File: src/rtl/id_ex_stage.sv
// ID/EX pipeline register: captures operands/control, decodes alu_ctrl, resolves forwarding; 1-cycle latency.
// Backpressure: stall holds the EX register; a load-use hazard inserts a bubble and deasserts in_ready.
module id_ex_stage #(
   parameter int               XLEN     = 32,
   parameter logic [XLEN-1:0]  RESET_PC = '0
) (
   input  logic            clk,
   input  logic            rst,
   input  logic            flush,
   input  logic            stall,
   input  logic            in_valid,
   output logic            in_ready,
   input  logic [XLEN-1:0] id_pc,
   input  logic [XLEN-1:0] id_rs1_data,
   input  logic [XLEN-1:0] id_rs2_data,
   input  logic [XLEN-1:0] id_imm,
   input  logic [4:0]      id_rs1,
   input  logic [4:0]      id_rs2,
   input  logic [4:0]      id_rd,
   input  logic            id_alu_src,
   input  logic [1:0]      id_alu_op,
   input  logic [2:0]      id_funct3,
   input  logic            id_funct7_5,
   input  logic            id_reg_write,
   input  logic            id_mem_read,
   input  logic            id_mem_write,
   input  logic            id_branch,
   input  logic [4:0]      exmem_rd,
   input  logic [4:0]      memwb_rd,
   input  logic            exmem_reg_write,
   input  logic            memwb_reg_write,
   input  logic [XLEN-1:0] exmem_result,
   input  logic [XLEN-1:0] memwb_result,
   output logic [XLEN-1:0] alu_a,
   output logic [XLEN-1:0] alu_b,
   output logic [3:0]      alu_ctrl,
   output logic [XLEN-1:0] ex_store_data,
   output logic [XLEN-1:0] ex_pc,
   output logic [4:0]      ex_rd,
   output logic            ex_valid,
   output logic            ex_reg_write,
   output logic            ex_mem_read,
   output logic            ex_mem_write,
   output logic            ex_branch,
   output logic            ex_illegal
);

   typedef struct packed {
      logic [XLEN-1:0] pc;
      logic [XLEN-1:0] imm;
      logic [XLEN-1:0] rs1_data;
      logic [XLEN-1:0] rs2_data;
      logic [4:0]      rs1;
      logic [4:0]      rs2;
      logic [4:0]      rd;
      logic            alu_src;
      logic [3:0]      alu_ctrl;
   } ex_dat_t;

   ex_dat_t         ex_dat;
   logic [3:0]      ctrl_d;
   logic            illegal_d;
   logic            load_use;
   logic [XLEN-1:0] fwd_rs1;
   logic [XLEN-1:0] fwd_rs2;

   always_comb begin
      ctrl_d    = 4'b1111;
      illegal_d = 1'b0;
      case (id_alu_op)
         2'b00: ctrl_d = 4'b0010;
         2'b01: ctrl_d = 4'b0110;
         2'b10: begin
            case (id_funct3)
               3'b000:  ctrl_d = (id_funct7_5 & ~id_alu_src) ? 4'b0110 : 4'b0010;
               3'b111:  ctrl_d = 4'b0000;
               3'b110:  ctrl_d = 4'b0001;
               default: illegal_d = 1'b1;
            endcase
         end
         default: illegal_d = 1'b1;
      endcase
   end

   // The instruction in EX is a load whose result an ID operand needs next cycle.
   assign load_use = ex_valid & ex_mem_read & (ex_rd != 5'd0) & in_valid &
                     ((id_rs1 == ex_rd) | (id_rs2 == ex_rd));
   assign in_ready = ~stall & ~load_use;

   always_ff @(posedge clk) begin
      if (rst) begin
         ex_dat       <= '0;
         ex_dat.pc    <= RESET_PC;
         ex_valid     <= 1'b0;
         ex_reg_write <= 1'b0;
         ex_mem_read  <= 1'b0;
         ex_mem_write <= 1'b0;
         ex_branch    <= 1'b0;
         ex_illegal   <= 1'b0;
      end else if (flush || (!stall && (load_use || !in_valid))) begin
         ex_valid     <= 1'b0;
         ex_reg_write <= 1'b0;
         ex_mem_read  <= 1'b0;
         ex_mem_write <= 1'b0;
         ex_branch    <= 1'b0;
         ex_illegal   <= 1'b0;
      end else if (!stall) begin
         ex_dat.pc       <= id_pc;
         ex_dat.imm      <= id_imm;
         ex_dat.rs1_data <= id_rs1_data;
         ex_dat.rs2_data <= id_rs2_data;
         ex_dat.rs1      <= id_rs1;
         ex_dat.rs2      <= id_rs2;
         ex_dat.rd       <= id_rd;
         ex_dat.alu_src  <= id_alu_src;
         ex_dat.alu_ctrl <= ctrl_d;
         ex_valid        <= 1'b1;
         ex_reg_write    <= id_reg_write & ~illegal_d;
         ex_mem_read     <= id_mem_read;
         ex_mem_write    <= id_mem_write & ~illegal_d;
         ex_branch       <= id_branch;
         ex_illegal      <= illegal_d;
      end
   end

   // EX/MEM is the younger producer, so it wins when both stages match.
   always_comb begin
      fwd_rs1 = ex_dat.rs1_data;
      if (exmem_reg_write && exmem_rd != 5'd0 && exmem_rd == ex_dat.rs1)
         fwd_rs1 = exmem_result;
      else if (memwb_reg_write && memwb_rd != 5'd0 && memwb_rd == ex_dat.rs1)
         fwd_rs1 = memwb_result;

      fwd_rs2 = ex_dat.rs2_data;
      if (exmem_reg_write && exmem_rd != 5'd0 && exmem_rd == ex_dat.rs2)
         fwd_rs2 = exmem_result;
      else if (memwb_reg_write && memwb_rd != 5'd0 && memwb_rd == ex_dat.rs2)
         fwd_rs2 = memwb_result;
   end

   assign alu_a         = fwd_rs1;
   assign alu_b         = ex_dat.alu_src ? ex_dat.imm : fwd_rs2;
   assign ex_store_data = fwd_rs2;
   assign alu_ctrl      = ex_dat.alu_ctrl;
   assign ex_pc         = ex_dat.pc;
   assign ex_rd         = ex_dat.rd;

endmodule

File: config.mk
export PLATFORM = sky130hd
export DESIGN_NAME = id_ex_stage
export DESIGN_NICKNAME = d
export VERILOG_FILES = /design/src/rtl/id_ex_stage.sv
export SDC_FILE = /design/constraint.sdc
export NUM_CORES = 1
export LEC_CHECK = 0
export ABC_AREA = 0
export BUFFER_PORTS_ARGS = -buffer_cell sky130_fd_sc_hd__buf_4
export CAP_MARGIN = 20
export CORE_AREA = 2 2 146 148
export CTS_CLUSTER_DIAMETER = 80
export DETAILED_ROUTE_END_ITERATION = 7
export DIE_AREA = 0 0 148 150
export GPL_TIMING_DRIVEN = 0
export HOLD_SLACK_MARGIN = 0.1
export MAX_ROUTING_LAYER = met4
export PLACE_DENSITY = 0.77
export SLEW_MARGIN = 0
export SYNTH_ARGS = -nofsm -noshare
export SYNTH_HDL_FRONTEND = slang
export SYNTH_SLANG_ARGS = --single-unit
File: constraint.sdc
create_clock -name clk -period 3.8 [get_ports clk]
set_clock_uncertainty 0.2 [all_clocks]
set_input_delay 0.76 -clock clk [delete_from_list [all_inputs] [get_ports clk]]
set_output_delay 0.76 -clock clk [all_outputs]
set_load 0.1 [all_outputs]
Word-level counts from Yosys, hierarchy flattened
Cells that the tools add are included.
Cells by class
  shift operators: 0
  magnitude comparators: 0
  eq/ne operators: 10
  add/subtract/negate cells: 0
  multiplexer cells: 10
  bitwise operators: 14
  reduce and logical (&&, ||, !) cells: 20
  div/mod/pow operators: 0
  multiply operators: 0
Operators by type and width (count)
  $mux W32: 5
  $eq A5 B5 Y1: 6
  $pmux W4 S3: 2
  $reduce_bool A5 Y1: 3
  $and A1 B1 Y1: 8
  $logic_and A1 B1 Y1: 7
  $eq A3 B3 Y1 const B: 2
  $not A1 Y1: 5
  $reduce_or A2 Y1: 2
  $logic_not A3 Y1: 1
  $mux W3: 1
  $reduce_or A3 Y1: 1
  $eq A2 B1 Y1 const B: 1
  $eq A2 B2 Y1 const B: 1
  $logic_not A1 Y1: 2
  $logic_not A2 Y1: 1
  $logic_or A1 B1 Y1: 2
  $pmux W1 S2: 1
  $reduce_and A2 Y1: 1
  $mux W1: 1
  $or A1 B1 Y1: 1
Word-level totals
  flip-flop bits (word level): 154
  memory bits (writable): 0
  output and inout port bits: 144
  bits in latches: 0
  memories: 0
  ROM bits: 0

Depth between registers and ports, before layout
  depth in word-level cells: 9
  gate-level depth with buffers: 8

Worst setup path after synthesis
Ideal clock, no wire load.
  kind: input port to output port
  start point: input port memwb_rd[1]
  end point: output port alu_b[21]
  data required time: 2840 ps
  setup slack: -1690 ps
  stages: 6
  arrival: 4530 ps
  path buffers: 1
  cell sequence: or4_1 -> o2111ai_1 -> clkbuf_2 -> o21ai_0 -> a31oi_1 -> mux2_1
On the way
  longest elaborated chain between the ends: 6
RTL lines
  start, declared: line 29  | input logic [4:0] memwb_rd,
  $reduce_bool A5 Y1: line 137  | else if (memwb_reg_write && memwb_rd != 5'd0 && memwb_rd == ex_dat.rs2)
  $logic_and A1 B1 Y1: line 137
  $logic_and A1 B1 Y1 *: line 137
  $mux W32 *: line 137
  $mux W32 *: line 135  | if (exmem_reg_write && exmem_rd != 5'd0 && exmem_rd == ex_dat.rs2)
  net ex_store_data[21]: line 37  | output logic [XLEN-1:0] ex_store_data,
  $mux W32 *: line 142  | assign alu_b = ex_dat.alu_src ? ex_dat.imm : fwd_rs2;
  end, declared: line 35  | output logic [XLEN-1:0] alu_b,
The timed path passes the listed nets; every way through them passes the cells marked *.

Worst setup path in the final report
  start point: input port exmem_rd[1]
  end point: output port alu_b[25]
On the way
  longest elaborated chain between the ends: 5
RTL lines
  start, declared: line 28  | input logic [4:0] exmem_rd,
  $reduce_bool A5 Y1: line 135
  $logic_and A1 B1 Y1: line 135
  $logic_and A1 B1 Y1 *: line 135
  $mux W32 *: line 135
  $mux W32 *: line 142
Mark *: on every way between the ends. The rest lies on a longest branch, timed or not.

==> flow_metrics.env <==
export IMPL_place_hpwl_um=25900
export IMPL_r2r_end="ex_dat[36]"
export IMPL_path_class="in -> out"
export IMPL_final_cell_mix="394 x buf_4, 292 x nand2b_1, 179 x mux2i_1"
export IMPL_timing_slew_headroom_pct=39.5
export IMPL_synthSimpleGateAreaFrac_pct=26.4
export IMPL_die_area_um2=22200
export IMPL_path_common_cell="buf_12"
export IMPL_clockBufferDepth=2
export IMPL_routed_wl_um=34000
export IMPL_violations="negative setup slack"
export IMPL_slowest_delay_ns=0.54
export IMPL_final_hold_viol_count=0
export IMPL_rr_startpoint="ex_rd[0]"
export IMPL_ant_nets=0
export IMPL_cts_hold_repair_buffers=0
export IMPL_worst_slack_ns=-0.00325
export IMPL_hold_end="ex_illegal"
export IMPL_critPathTopFamily="simple AND/OR/NAND/NOR gates"
export IMPL_syn_to_final_growth_pct=53.2
export IMPL_avgSynthCellArea_um2=8.84
export IMPL_core_um2=20700
export IMPL_cts_clk_slew_worst_paths_ns=0.07
export IMPL_synth_compound_area_share_pct=7.63
export IMPL_synth_mux_area_share_pct=22.6
export IMPL_hold_depth=2
export IMPL_rsz0062_at_grt="yes"
export IMPL_critPathSlowestCell="or4_4"
export IMPL_netlist_top_cells_area="dfxtp_1 32%, nand2b_1 19%, mux2i_1 19%"
export IMPL_antenna_found_initial=0
export IMPL_synth_cell_type_count=40
export IMPL_slew_violations=0
export IMPL_cts_made_buffers=17
export IMPL_powerDensity_nw_per_um2=337
export IMPL_cts_sinks=154
export IMPL_drc=0
export IMPL_routabilityCongestion=0.902
export IMPL_first_global_vias=9312
export IMPL_leakagePower_nw=5.80
export IMPL_irDropWorstVdd_v=0.000285
export IMPL_grtUsageTotal_pct=30.5
export IMPL_n_antenna_cell=0
export IMPL_final_util_pct=70.5
export IMPL_die_x_um=148
export IMPL_worstPathRequired_ns=2.84
export IMPL_path_cells="buf_4 -> or4_4 -> o21ai_4 -> or3_4 -> buf_12 -> buf_12 -> buf_12 -> a31oi_4 -> mux2_4 -> buf_12"
export IMPL_viasPerCell=5.25
export IMPL_initial_utilization_pct=46.0
export IMPL_synthAdderAreaFrac_pct=0
export IMPL_max_cap_violations=0
export IMPL_wl_per_cell_um=19.2
export IMPL_worstRegToRegCells=8
export IMPL_yosys_area_top_type_share_pct=32.4
export IMPL_synth_edf_count=0
export IMPL_overflow=0
export IMPL_multi_input_area_um2=6380
export IMPL_ios=379
export IMPL_cts_tree="built"
export IMPL_synth_fp_nets=1312
export IMPL_yosys_area_top_type="dfxtp_1"
export IMPL_cp_startpoint="exmem_rd[1]"
export IMPL_critical_path_max_fanout=5
export IMPL_cp_start_kind="primary input"
export IMPL_hold_path_class="reg -> reg"
export IMPL_finalNetCount=1720
export IMPL_place_area_um2=13300
export IMPL_num_vias=9296
export IMPL_synthXorXnorAreaFrac_pct=2.76
export IMPL_ys_flop_type="dfxtp_1"
export IMPL_final_min_clock_period_ns=3.80
export IMPL_fin_area_um2=14600
export IMPL_clkLatencyLatePin_ns=0.43
export IMPL_drt_iter0_markers=496
export IMPL_n_fill_cell=1673
export IMPL_drive_above_1_share_pct=39.6
export IMPL_async_reset_ff_share_pct=0
export IMPL_final_common_cell="buf_4"
export IMPL_grt_pass1_wl_um=51200
export IMPL_setup_viol=4
export IMPL_netlist_instances=1077
export IMPL_timing_critical_path_buf_inv=5
export IMPL_yosysWarnings=0
export IMPL_portBuffers=376
export IMPL_synth_top_family_by_area="simple AND/OR/NAND/NOR gates"
export IMPL_min_from="ex_illegal"
export IMPL_timing_final_crit_share_pct=100
export IMPL_die_h_um=150
export IMPL_htreeDepth=4
export IMPL_reg2reg_slack_ns=1.20
export IMPL_dr_pass1_iters=6
export IMPL_crit_arrival_ns=2.84
export IMPL_syn_area_um2=9520
export IMPL_ff_latch_area_um2=3080
export IMPL_ys_seq_area_share_pct=32.4
export IMPL_grt_max_degree=17
export IMPL_tightest_slew_ns=0.907
export IMPL_status="complete, but fails checks"
export IMPL_clock_root_buffer="clkbuf_16"
export IMPL_end_kind="output port"
export IMPL_ys_seq_elements=154
export IMPL_fmax_mhz=263
export IMPL_placementRows=53
logic make-up after synthesis:
group / after synthesis
simple gates: 425
compound gates: 124
buf+inv: 133
xor+xnor: 30
flops: 154
mux: 211
timing repair:
| item | CTS | global route |
|---|---|---|
| setup buffers | 5 | 5 |
| resized for setup | 121 | 27 |
| pin swaps | 3 | 7 |
| endpoints found under the setup margin | 94 | 67 |
| gates cloned | 2 | 0 |
power by group:
part / internal [mW] / switching [mW]
clock: 0.986 / 0.742
combinational: 0.553 / 0.935
sequential: 1.67 / 0.0359
total: 3.21 / 1.71
sequential cells by signal, summed over array words and instances (netlist names):
| register | flops |
|---|---|
| alu_ctrl | 4 |
| ex_branch | 1 |
| ex_dat | 107 |
| ex_illegal | 1 |
| ex_mem_read | 1 |
| ex_mem_write | 1 |
| ex_pc | 32 |
| ex_rd | 5 |
| ex_reg_write | 1 |
| ex_valid | 1 |
stage by stage:
step	total power, mW	worst slack (ns)	setup TNS, ns	instances	hold WS (ns)
final	4.92	-0.00325	-0.00984	1772	0.270
after detailed placement	3.14	-0.546	-30.43	1729	0.250
after global placement	3.14	-0.757	-36.97	1728	0.256
after CTS	4.92	-0.00734	-0.0175	1767	0.268
after global routing	5.06	-0.0108	-0.0519	1772	0.284
after floorplan	2.70	-0.456	-16.11	1077	0.245
worst max path at each step:
stage	end	slack, ns	cells past startpoint
5_1_grt	alu_b[16]	-0.01	9
6_report	alu_b[25]	-0.003	10
3_5_place_dp	alu_a[21]	-0.55	8
4_1_cts	alu_b[13]	-0.007	8
2_1_floorplan	alu_a[16]	-0.46	6
3_3_place_gp	alu_a[21]	-0.76	7
cell usage after synthesis, types with 3 or more instances:
master / n
dfxtp_1: 154
buf_2: 6
a21oi_1: 9
nor4_1: 32
nand2b_1: 292
nand3_1: 44
buf_8: 7
clkbuf_1: 62
o2111ai_1: 3
mux2i_1: 179
nor2b_1: 3
xor2_1: 4
buf_4: 51
a31oi_1: 33
mux2_1: 6
o21ai_0: 68
xnor2_1: 26
mux2_2: 26
clkbuf_2: 3
nand2_1: 42
per-layer routing:
layer	part of all wire [%]	GRT usage (%)	vias to the layer above	wire, um
li1	-	-	4478	-
met3	6.3	5.52	66	2140
met1	42	37.5	4400	14400
met4	2.7	9.95	0	911
met5	0	-	-	0
met2	49	51.0	352	16600
worst reg2reg max path: cells and delay by family, from the launching register on:
kind | cells | cell delay, ns
DFF | 1 | 0.37
AOI/OAI and AO/OA | 2 | 0.45
muxes | 1 | 0.23
buffers and inverters | 4 | 0.72
and+or+nand+nor | 1 | 0.57
cell type report:
class / count / share of cell area, %
flip-flops and latches: 154 / 21.1
inverters: 3 / 0.0772
well taps: 275 / 2.36
plain buffers: 130 / 6.06
clock inverters: 13 / 0.952
multi-input cells: 790 / 43.7
clock buffers: 18 / 3.01
repair buffers: 389 / 22.7
Note: power is estimated with default switching activity, not from simulation.
